`config.mk`:
```
export PLATFORM = sky130hd
export DESIGN_NAME = dcache_store_port
export DESIGN_NICKNAME = d
export VERILOG_FILES = /design/src/rtl/dcache_store_port.sv
export SDC_FILE = /design/constraint.sdc
export NUM_CORES = 1
export LEC_CHECK = 0
export ABC_CLOCK_PERIOD_IN_PS = 5100
export BUFFER_PORTS_ARGS = -buffer_cell sky130_fd_sc_hd__buf_2
export CAP_MARGIN = 20
export CORE_AREA = 2 2 115 129
export CTS_CLUSTER_DIAMETER = 60
export DETAILED_ROUTE_END_ITERATION = 12
export DIE_AREA = 0 0 117 131
export GPL_TIMING_DRIVEN = 0
export PLACE_DENSITY = 0.79
export SETUP_SLACK_MARGIN = 0.4
export SLEW_MARGIN = 20
export SYNTH_ARGS = -nofsm -noshare
export SYNTH_HDL_FRONTEND = slang
export SYNTH_SLANG_ARGS = --single-unit
```
`constraint.sdc`:
```
create_clock -name clk_i -period 5.1 [get_ports clk_i]
set_clock_uncertainty 0.2 [all_clocks]
set_input_delay 0 -clock clk_i [delete_from_list [all_inputs] [get_ports clk_i]]
set_output_delay 0 -clock clk_i [all_outputs]
set_load 0.005 [all_outputs]
```
`src/rtl/dcache_store_port.sv`:
```
// ---------------------------------------------------------------------------
// dcache_store_port
//   L1 D$ store-side responder. Takes one committed store at a time from the
//   store buffer, builds byte-lane data/strobes, does a tag lookup, writes the
//   data array on a hit (write-through, no-write-allocate) and always forwards
//   the write to the memory bus.
//
//   Ports
//     clk_i, rst_i              clock, async active-high reset
//     req_valid_i/req_ready_o   store request handshake (ready == idle)
//     req_addr_i/data_i/op_i    byte address, right-aligned data, LSU op
//     lookup_req_o/addr_o       one-cycle tag lookup strobe + address
//     lookup_hit_i              hit result, valid the cycle after the strobe
//     data_we_o/idx_o/wdata_o/wstrb_o   data-array write port
//     mem_req_*                 memory write request (valid/ready)
//     mem_resp_valid_i          memory write acknowledge
//     err_o                     one-cycle pulse for a dropped illegal request
//     store_cnt_o, hit_cnt_o    saturating completed-store / hit counters
// ---------------------------------------------------------------------------

package decode_pkg;
  typedef enum logic [3:0] {
    LSU_NONE = 4'd0,
    LSU_LB   = 4'd1,
    LSU_LBU  = 4'd2,
    LSU_LH   = 4'd3,
    LSU_LHU  = 4'd4,
    LSU_LW   = 4'd5,
    LSU_SB   = 4'd6,
    LSU_SH   = 4'd7,
    LSU_SW   = 4'd8
  } lsu_op_e;
endpackage

// ---------------------------------------------------------------------------
// dcache_store_lane
//   One byte lane of the store data path. Picks the byte this lane carries
//   for each store size and decides whether the lane is strobed.
//     op       LSU op
//     a        address low bits
//     sb_byte  data[7:0]                    (SB replicates the low byte)
//     sh_byte  data[8*(LANE%2)+:8]          (SH replicates the low half)
//     sw_byte  data[8*LANE+:8]              (SW passes the word through)
//     lane_data / lane_strb   lane outputs
// ---------------------------------------------------------------------------
module dcache_store_lane
  import decode_pkg::*;
#(
  parameter int LANE = 0
) (
  input  lsu_op_e    op,
  input  logic [1:0] a,
  input  logic [7:0] sb_byte,
  input  logic [7:0] sh_byte,
  input  logic [7:0] sw_byte,
  output logic [7:0] lane_data,
  output logic       lane_strb
);
  localparam logic [1:0] LIDX = 2'(LANE);

  always_comb begin
    lane_data = sw_byte;
    lane_strb = 1'b0;
    case (op)
      LSU_SB: begin
        lane_data = sb_byte;
        lane_strb = (a == LIDX);
      end
      LSU_SH: begin
        lane_data = sh_byte;
        lane_strb = (a[1] == LIDX[1]);
      end
      LSU_SW: begin
        lane_data = sw_byte;
        lane_strb = 1'b1;
      end
      default: ;
    endcase
  end
endmodule

// ---------------------------------------------------------------------------
// dcache_store_port top
// ---------------------------------------------------------------------------
module dcache_store_port
  import decode_pkg::*;
#(
  parameter int PLEN  = 32,
  parameter int XLEN  = 32,   // only 32 is supported (4 byte lanes)
  parameter int IDX_W = 6
) (
  input  logic              clk_i,
  input  logic              rst_i,
  // store buffer side
  input  logic              req_valid_i,
  output logic              req_ready_o,
  input  logic [PLEN-1:0]   req_addr_i,
  input  logic [XLEN-1:0]   req_data_i,
  input  lsu_op_e           req_op_i,
  // tag lookup
  output logic              lookup_req_o,
  output logic [PLEN-1:0]   lookup_addr_o,
  input  logic              lookup_hit_i,
  // data array
  output logic              data_we_o,
  output logic [IDX_W-1:0]  data_idx_o,
  output logic [XLEN-1:0]   data_wdata_o,
  output logic [3:0]        data_wstrb_o,
  // memory bus
  output logic              mem_req_valid_o,
  input  logic              mem_req_ready_i,
  output logic [PLEN-1:0]   mem_req_addr_o,
  output logic [XLEN-1:0]   mem_req_data_o,
  output logic [3:0]        mem_req_strb_o,
  input  logic              mem_resp_valid_i,
  // status
  output logic              err_o,
  output logic [31:0]       store_cnt_o,
  output logic [31:0]       hit_cnt_o
);
  localparam int NUM_LANES = XLEN / 8;

  localparam logic [2:0] S_IDLE     = 3'd0;
  localparam logic [2:0] S_LOOKUP   = 3'd1;
  localparam logic [2:0] S_UPDATE   = 3'd2;
  localparam logic [2:0] S_MEM_REQ  = 3'd3;
  localparam logic [2:0] S_MEM_WAIT = 3'd4;

  typedef struct packed {
    logic [PLEN-1:0]      addr;
    logic [XLEN-1:0]      wdata;
    logic [NUM_LANES-1:0] wstrb;
  } st_req_t;

  logic [2:0] state_q, state_d;
  st_req_t    req_q;
  st_req_t    req_d;
  logic       err_q;
  logic [31:0] store_cnt_q, hit_cnt_q;

  // ---- per-lane data/strobe generation ----
  logic [1:0]                  a;
  logic [NUM_LANES-1:0][7:0]   lane_data;
  logic [NUM_LANES-1:0]        lane_strb;

  assign a = req_addr_i[1:0];

  for (genvar l = 0; l < NUM_LANES; l++) begin : g_lane
    dcache_store_lane #(.LANE(l)) u_lane (
      .op        (req_op_i),
      .a         (a),
      .sb_byte   (req_data_i[7:0]),
      .sh_byte   (req_data_i[8*(l%2) +: 8]),
      .sw_byte   (req_data_i[8*l +: 8]),
      .lane_data (lane_data[l]),
      .lane_strb (lane_strb[l])
    );
  end

  logic legal;
  always_comb begin
    legal = 1'b0;
    case (req_op_i)
      LSU_SB:  legal = 1'b1;
      LSU_SH:  legal = ~a[0];
      LSU_SW:  legal = (a == 2'b00);
      default: legal = 1'b0;
    endcase
  end

  logic accept;
  assign accept = (state_q == S_IDLE) && req_valid_i;

  assign req_d = '{addr: req_addr_i, wdata: lane_data, wstrb: lane_strb};

  // ---- FSM ----
  always_comb begin
    state_d = state_q;
    case (state_q)
      S_IDLE:     if (req_valid_i && legal) state_d = S_LOOKUP;
      S_LOOKUP:   state_d = S_UPDATE;
      S_UPDATE:   state_d = S_MEM_REQ;
      S_MEM_REQ:  if (mem_req_ready_i) state_d = S_MEM_WAIT;
      S_MEM_WAIT: if (mem_resp_valid_i) state_d = S_IDLE;
      default:    state_d = S_IDLE;
    endcase
  end

  always_ff @(posedge clk_i or posedge rst_i) begin
    if (rst_i) begin
      state_q     <= S_IDLE;
      req_q       <= '0;
      err_q       <= 1'b0;
      store_cnt_q <= '0;
      hit_cnt_q   <= '0;
    end else begin
      state_q <= state_d;
      err_q   <= accept && !legal;
      // Latched even for an illegal op; harmless since nothing downstream
      // is strobed and the next accept overwrites it.
      if (accept) req_q <= req_d;
      if (state_q == S_UPDATE && lookup_hit_i && hit_cnt_q != '1)
        hit_cnt_q <= hit_cnt_q + 32'd1;
      if (state_q == S_MEM_WAIT && mem_resp_valid_i && store_cnt_q != '1)
        store_cnt_q <= store_cnt_q + 32'd1;
    end
  end

  // ---- outputs: strobes decode straight from state so reset kills them at once ----
  assign req_ready_o     = (state_q == S_IDLE);
  assign lookup_req_o    = (state_q == S_LOOKUP);
  assign lookup_addr_o   = req_q.addr;
  assign data_we_o       = (state_q == S_UPDATE) && lookup_hit_i;
  assign data_idx_o      = req_q.addr[IDX_W+1:2];
  assign data_wdata_o    = req_q.wdata;
  assign data_wstrb_o    = req_q.wstrb;
  assign mem_req_valid_o = (state_q == S_MEM_REQ);
  assign mem_req_addr_o  = {req_q.addr[PLEN-1:2], 2'b00};
  assign mem_req_data_o  = req_q.wdata;
  assign mem_req_strb_o  = req_q.wstrb;
  assign err_o           = err_q;
  assign store_cnt_o     = store_cnt_q;
  assign hit_cnt_o       = hit_cnt_q;

endmodule
```
==> summary.txt, run 1 <==
Finish-stage setup viols - 0
Crit path cell chain - ha_1 -> nand3_1 -> or4_4 -> or4b_1 -> buf_2 -> or3_4 -> xnor2_2
Placed Cells incl. Taps - 1,171
Resized Gates After CTS - 0
Simple logic cell fraction of the synthesized area - 21.42%
Post-synthesis compound-gate area fraction - 4.329%
Setup crit end kind - flop
Area Overhead vs Synth - 47.26%
Starting density of the core - 46.94%
Critical-path maximum fanout - 8
Multi-input logic area - 2539 um2
Hold_buf cts - 81
Final Non-Filler Cells - 1,289
Row cnt - 46
Mux cell area share after synthesis - 3.800%
Nets - 1,155
Fillers - 1,059
Max Clock Freq - 357.8 MHz
Slowest CP cell - or4_4
Status - finished clean
Gr ovfl total - 0
Worst hold path class - in2async
Port bufs - 282
Share of cells above drive strength 1 - 36.30%
Layout Utilization - 69.12%
Routed via count - 6,449
Worst EP required - 5.20 ns
Main synth FF type - dfrtp_1
DR iter-0 viols - 349
Max Cap Viol - 0
Core Footprint - 14,100 um2
Top-count cell post-synth - nand2_1
First-pass detailed-route iteration total - 5
DRC - 0
Cell Pwr Density - 466.4 nW/um2
Clock share of power - 28.2%
Tot Pwr - 4.546 mW
GR Util All Layers - 25.83%
Area contributors post-synth - dfrtp_1, nand2_1, buf_4
FF-to-FF setup slack - 2.31 ns
Die ar. - 15,330 um2
Synth warnings - 0
Clock latency at the later pin of the worst-skew pair - 0.41 ns
Kind of critical path - reg2reg
Routed len/inst - 15.65 um
Adder-cell area share of the yosys netlist - 0.3781%
CP startpoint - store_cnt_o[0]$_DFFE_PP0P_
H-tree levels - 4
Vias in the first global route - 5,997
Synthesized area per cell - 9.524 um2
Clock root cell - clkbuf_16
Number of synthesized flops with an enable pin - 0
Io pins - 285
Switching Fraction - 31.65%
RePlAce Congestion - 0.8541
Synth top area share - 51.42%
CP peak stage delay - 0.59 ns
Setup crit start kind - flop
Clk slew on worst S/H paths - 0.06 ns
Largest net degree at the start of global routing - 80
Worst vdd ir - 0.2263 mV
Final Hold Fails - 0
Seq pwr share - 36.5%
Seq. cell area - 3403 um2
Synth cell types - 46
Internal power - 3.107 mW
Leakage power total - 5.309 nW
Fin crit share - 54.80%
Worst Tran Pin Value - 1.012 ns
Antenna violations before repair - 8
Final Slew Violations - 0
Switch Pwr - 1.439 mW
Hold WS - 0.01534 ns
Slew margin rel. - 32.26%
Xor/xnor share of the synthesized area - 8.318%
# Post-CTS Setup Buffers - 0
Final WL - 20,170 um
RSZ-0062 raised after global routing - no
Synthesized instance count - 695
Synth async-reset ratio - 100.0%
First-pass GRT wire length - 30,360 um
Reg-to-Reg Start - store_cnt_o[0]$_DFFE_PP0P_
Antenna-violating nets left - 0
Synth top cells by count - nand2_1, dfrtp_1, buf_4, nor2_1, xnor2_1
CTS Buf Count - 17
Width of the die - 117 um
Synth Register Bits - 136
DP Wirelength - 13,850 um
Design area - 9747 um2
Largest family of logic cells by synthesized area - simple AND/OR/NAND/NOR gates
Total clock sinks - 136
Yosys top cell by area - dfrtp_1
Die height - 131 um
Placed Area - 8309 um2
Critical path arrival - 2.89 ns
Logic pwr share - 35.3%
Cell Area, Synth - 6619 um2
Register area share after synthesis - 51.42%
Period minus WS final - 2.795 ns
Via density - 5.003
Maximum buffer depth of the clock tree - 2
CTS tree - built
## path summary, 6_finish.rpt
path,depth (start not counted),to
max in group asynchronous,4,lookup_addr_o[7]$_DFFE_PP0P_
setup reg to reg,7,store_cnt_o[22]$_DFFE_PP0P_
hold reg to reg,2,lookup_addr_o[0]$_DFFE_PP0P_
min in group clk_i,4,lookup_addr_o[16]$_DFFE_PP0P_
setup / recovery,7,store_cnt_o[22]$_DFFE_PP0P_
hold / removal,3,hit_cnt_o[0]$_DFFE_PP0P_
## power groups by stage
stage	registers [mW]	logic [mW]	clock network (mW)
after global routing	1.70	1.81	1.34
final	1.66	1.60	1.28
after CTS	1.65	1.59	1.30
after floorplan	1.62	0.811	0
after global placement	1.65	1.49	0
after detailed placement	1.66	1.52	0
## logic make-up (layout without fill, tap and decap cells)
group | after synthesis | count (layout)
mux | 25 | 25
xor+xnor | 62 | 62
simple gates | 311 | 311
compound gates | 51 | 51
buf+inv | 107 | 502
flops | 136 | 136
other cells | 1 | 8
fa+ha+maj | 2 | 2
## stage by stage
stage | worst slack [ns] | TNS (ns)
after floorplan | 1.261 | 0
after global placement | -0.3409 | -45.34
after detailed placement | 2.304 | 0
after CTS | 2.296 | 0
after global routing | 2.177 | 0
final | 2.305 | 0
## cells in the final DEF (no fill, tap or decap), types with 3 or more instances in the layout
master and count:
diode_2 6, o21ai_0 26, nor3_1 12, a21oi_1 12, nor3b_1 3, clkbuf_1 18
nor2_1 39, buf_2 283, dlygate4sd3_1 81, xnor2_1 36, clkinv_2 4, nand3_1 17
and4_1 3, and3_1 7, a31oi_1 4, and2_1 3, nor4_1 4, clkbuf_16 17
nand4_1 28, mux2i_1 24, xor2_1 25, dfrtp_1 136, buf_4 74, inv_1 10
nand2_1 180, buf_1 6, bufinv_16 4
## critical path: cells and delay by family, from the launching register on
kind,cells,cell delay (ns)
fa+ha+maj,1,0.19
xor+xnor,1,0.13
buf+inv,1,0.18
simple gates,4,1.54
flops,1,0.43
## flip-flops by register name, indices dropped and copies added (netlist names)
name / flops
state_q: 3
err_o: 1
lookup_addr_o: 32
data_wstrb_o: 4
data_wdata_o: 32
store_cnt_o: 32
hit_cnt_o: 32
## per-layer routing
layer  GRT usage, %  routed length [um]
met1          31.03                8007
met2          44.07               10220
met3          6.688                1281
met4          10.87                 623
met5              0                  33
## area by class of cell
cell class | instances | area share, %
Buffer | 96 | 6.560
Multi-Input combinational cell | 453 | 26.05
Timing Repair Buffer | 364 | 23.08
Tap cell | 192 | 2.465
Inverter | 11 | 0.5006
Antenna cell | 6 | 0.1540
Sequential cell | 136 | 34.92
Clock inverter | 9 | 1.515
Clock buffer | 22 | 4.763
Power figures use the tool's default switching activity.
==> inputs of run 2 (changes only) <==
Settings changed: ABC_AREA set to 1, ABC_CLOCK_PERIOD_IN_PS 5100 to 2700, CORE_AREA 2 2 115 129 to 2 2 123 137, DIE_AREA 0 0 117 131 to 0 0 125 139, PLACE_DENSITY 0.79 to 0.8.
Clock period 5.1 ns to 2.7 ns, I/O delays scaled along.
==> summary.txt, run 2 <==
Status - finished clean
Final Slew Violations - 0 (unchanged)
Core Footprint - 16,060 um2 (+14%)
Seq. cell area - 3405 um2 (about the same)
Finish-stage setup viols - 0 (unchanged)
WP buf/inv - 4 (+3)
Synth Register Bits - 136 (unchanged)
Leakage power total - 6.009 nW (+13%)
Crit path cell chain - dlygate4sd3_1 -> buf_2 -> nand3_1 -> nor2_1 -> clkbuf_2 -> o21ai_0 -> dlygate4sd3_1 -> nand2_1 -> nand2_1
Clock root cell - clkbuf_16
Fin crit share - 82.95%
Synth warnings - 0 (unchanged)
Starting density of the core - 49.57% (+2.6 points)
Synth async-reset ratio - 100.0% (unchanged)
Most common cell after layout, fill and taps aside - nand2_1
Worst EP required - 2.81 ns (-2.39 ns)
Worst hold path class - in2reg
Synth cell types - 25 (-46%)
Largest net degree at the start of global routing - 35 (-56%)
Final Hold Fails - 0 (unchanged)
Synth top area share - 42.74% (-8.7 points)
Antenna violations before repair - 1 (-7)
CP peak stage delay - 0.57 ns (-0.02 ns)
DR iter-0 viols - 668 (+91%)
Commonest non-fill, non-tap cells in the layout - nand2_1, buf_2, dfrtp_1, nor2_1, buf_4
Synthesized instance count - 1,148 (+65%)
Synthesized area per cell - 6.936 um2 (-27%)
Vias in the first global route - 8,383 (+40%)
Cell Area, Synth - 7963 um2 (+20%)
RePlAce Congestion - 0.9004 (+5.4%)
Top-count cell post-synth - nand2_1
DRC - 0 (unchanged)
Register area share after synthesis - 42.74% (-8.7 points)
Slew margin rel. - 61.75% (+29 points)
Share of cells above drive strength 1 - 28.10% (-8.2 points)
Clk slew on worst S/H paths - 0.06 ns (about the same)
Period minus WS final - 2.240 ns
Width of the die - 125 um (+6.8%)
Port bufs - 282 (unchanged)
Total clock sinks - 136 (unchanged)
Critical path arrival - 2.35 ns (-0.54 ns)
Max Cap Viol - 0 (unchanged)
Setup crit end kind - flop
Yosys top cell by area - dfrtp_1
Number of synthesized flops with an enable pin - 0 (unchanged)
Clock latency at the later pin of the worst-skew pair - 0.42 ns (about the same)
Die ar. - 17,380 um2 (+13%)
Synth top cells by count - nand2_1, dfrtp_1, nor2_1, buf_4, inv_1
Die height - 139 um (+6.1%)
GR Util All Layers - 29.62% (+3.8 points)
CTS Buf Count - 17 (unchanged)
Final WL - 25,720 um (+28%)
Worst vdd ir - 0.6420 mV (+180%)
Area contributors post-synth - dfrtp_1, nand2_1, buf_4
Kind of critical path - in2reg
Row cnt - 49 (+6.5%)
Routed len/inst - 14.68 um (-6.2%)
Fillers - 1,329 (+25%)
First-pass detailed-route iteration total - 5 (unchanged)
Max Clock Freq - 446.5 MHz
Slowest CP cell - dlygate4sd3_1
DP Wirelength - 18,690 um (+35%)
Worst Tran Pin Value - 0.5737 ns (-0.4386 ns)
Antenna-violating nets left - 0 (unchanged)
Via density - 4.951 (-1.0%)
Io pins - 285 (unchanged)
First-pass GRT wire length - 41,600 um (+37%)
Multi-input logic area - 3608 um2 (+42%)
Cell Pwr Density - 810.1 nW/um2 (+74%)
CTS tree - built
Nets - 1,611 (+39%)
TNS Setup - 0 ns (unchanged)
H-tree levels - 4 (unchanged)
Critical-path maximum fanout - 10 (+2)
Routed via count - 8,675 (+35%)
Main synth FF type - dfrtp_1
CP top delay family - buffers and inverters
# diodes - 0 (-6)
Layout Utilization - 69.03% (-0.092 points)
Maximum buffer depth of the clock tree - 2 (unchanged)
Gr ovfl total - 0 (unchanged)
Setup crit start kind - input port
Area Overhead vs Synth - 39.25%
RSZ-0062 raised after global routing - yes
[run 2: cell count changes after synthesis, moves of 12 or more]
cell     previous run  this run
inv_1              11        64
xnor2_1            36        10
a21oi_1            12         0
nand3_1            17        47
nand4_1            28         7
nor2_1             39       109
o21a_1              2        18
mux2i_1            24         0
nand2_1           180       580
[run 2: area by class of cell]
type	instances	area share, %
clock buffers	18	3.870
repair buffers	367	20.67
inverters	67	2.302
multi-input cells	842	32.54
plain buffers	104	6.455
flip-flops and latches	136	30.70
clock inverters	14	1.151
well taps	204	2.302
[run 2: worst reg2reg max path: cells and delay by family (launching register included)]
kind	cells	cell delay [ns]
flops	1	0.40
simple gates	7	0.79
fa+ha+maj	1	0.23
buf+inv	4	0.42
[run 2: path summary, 6_finish.rpt]
kind	start	end	slack (ns)	depth (start not counted)
max	req_op_i[2]	data_wdata_o[15]$_DFFE_PP0P_	0.46	9
min	req_op_i[3]	data_wdata_o[22]$_DFFE_PP0P_	0.09	6
max reg2reg	store_cnt_o[0]$_DFFE_PP0P_	store_cnt_o[10]$_DFFE_PP0P_	0.55	12
min reg2reg	lookup_addr_o[0]$_DFFE_PP0P_	lookup_addr_o[0]$_DFFE_PP0P_	0.29	2
max in group asynchronous	rst_i	data_wdata_o[23]$_DFFE_PP0P_	0.85	7
min in group asynchronous	rst_i	store_cnt_o[7]$_DFFE_PP0P_	0.51	4
[run 2: what timing repair did]
action                                  in CTS  in global routing
pin swaps                                    0                  1
buffers inserted                             0                  4
hold buffers                                77                  0
resized for setup                            1                  7
hold endpoints to repair                   180                  0
endpoints found under the setup margin       8                 50
[run 2: logic make-up (layout without fill, tap and decap cells)]
logic type | after synthesis | after routing | share of synthesized area, %
simple gates | 768 | 768 | 38.45
buf+inv | 171 | 570 | 12.11
flops | 136 | 136 | 42.74
compound gates | 44 | 44 | 3.473
xor+xnor | 26 | 26 | 2.860
fa+ha+maj | 2 | 2 | 0.3142
other cells | 1 | 2 | 0.04709
[run 2: through the flow]
| stage | total power, mW | setup slack, ns | std cells | hold slack, ns | instance area [um2] |
|---|---|---|---|---|---|
| after detailed placement | 6.547 | 0.3932 | 1639 | -0.1933 | 9717 |
| after global placement | 6.443 | -0.07384 | 1635 | 0.001270 | 9637 |
| after CTS | 8.900 | 0.4269 | 1748 | 0.02871 | 11050 |
| after global routing | 9.480 | 0.3791 | 1752 | 0.1055 | 11090 |
| after floorplan | 4.954 | 0.7089 | 1149 | -0.09453 | 7970 |
| final | 8.983 | 0.4602 | 1752 | 0.08784 | 11090 |
[run 2: layer usage]
| layer | part of all wire (%) | vias up | wire length (um) | global-route usage [%] |
|---|---|---|---|---|
| met5 | 0.051 | - | 13 | 0 |
| met4 | 3.5 | 2 | 901 | 12.81 |
| met3 | 6.9 | 70 | 1774 | 6.327 |
| met2 | 49 | 399 | 12690 | 50.31 |
| met1 | 40 | 3982 | 10340 | 36.44 |
| li1 | - | 4222 | - | - |
[run 2: power breakdown]
| part | total (mW) | switching [mW] | internal (mW) |
|---|---|---|---|
| Clock | 2.22 | 0.948 | 1.27 |
| Combinational | 3.55 | 1.64 | 1.91 |
| Sequential | 3.21 | 0.610 | 2.60 |
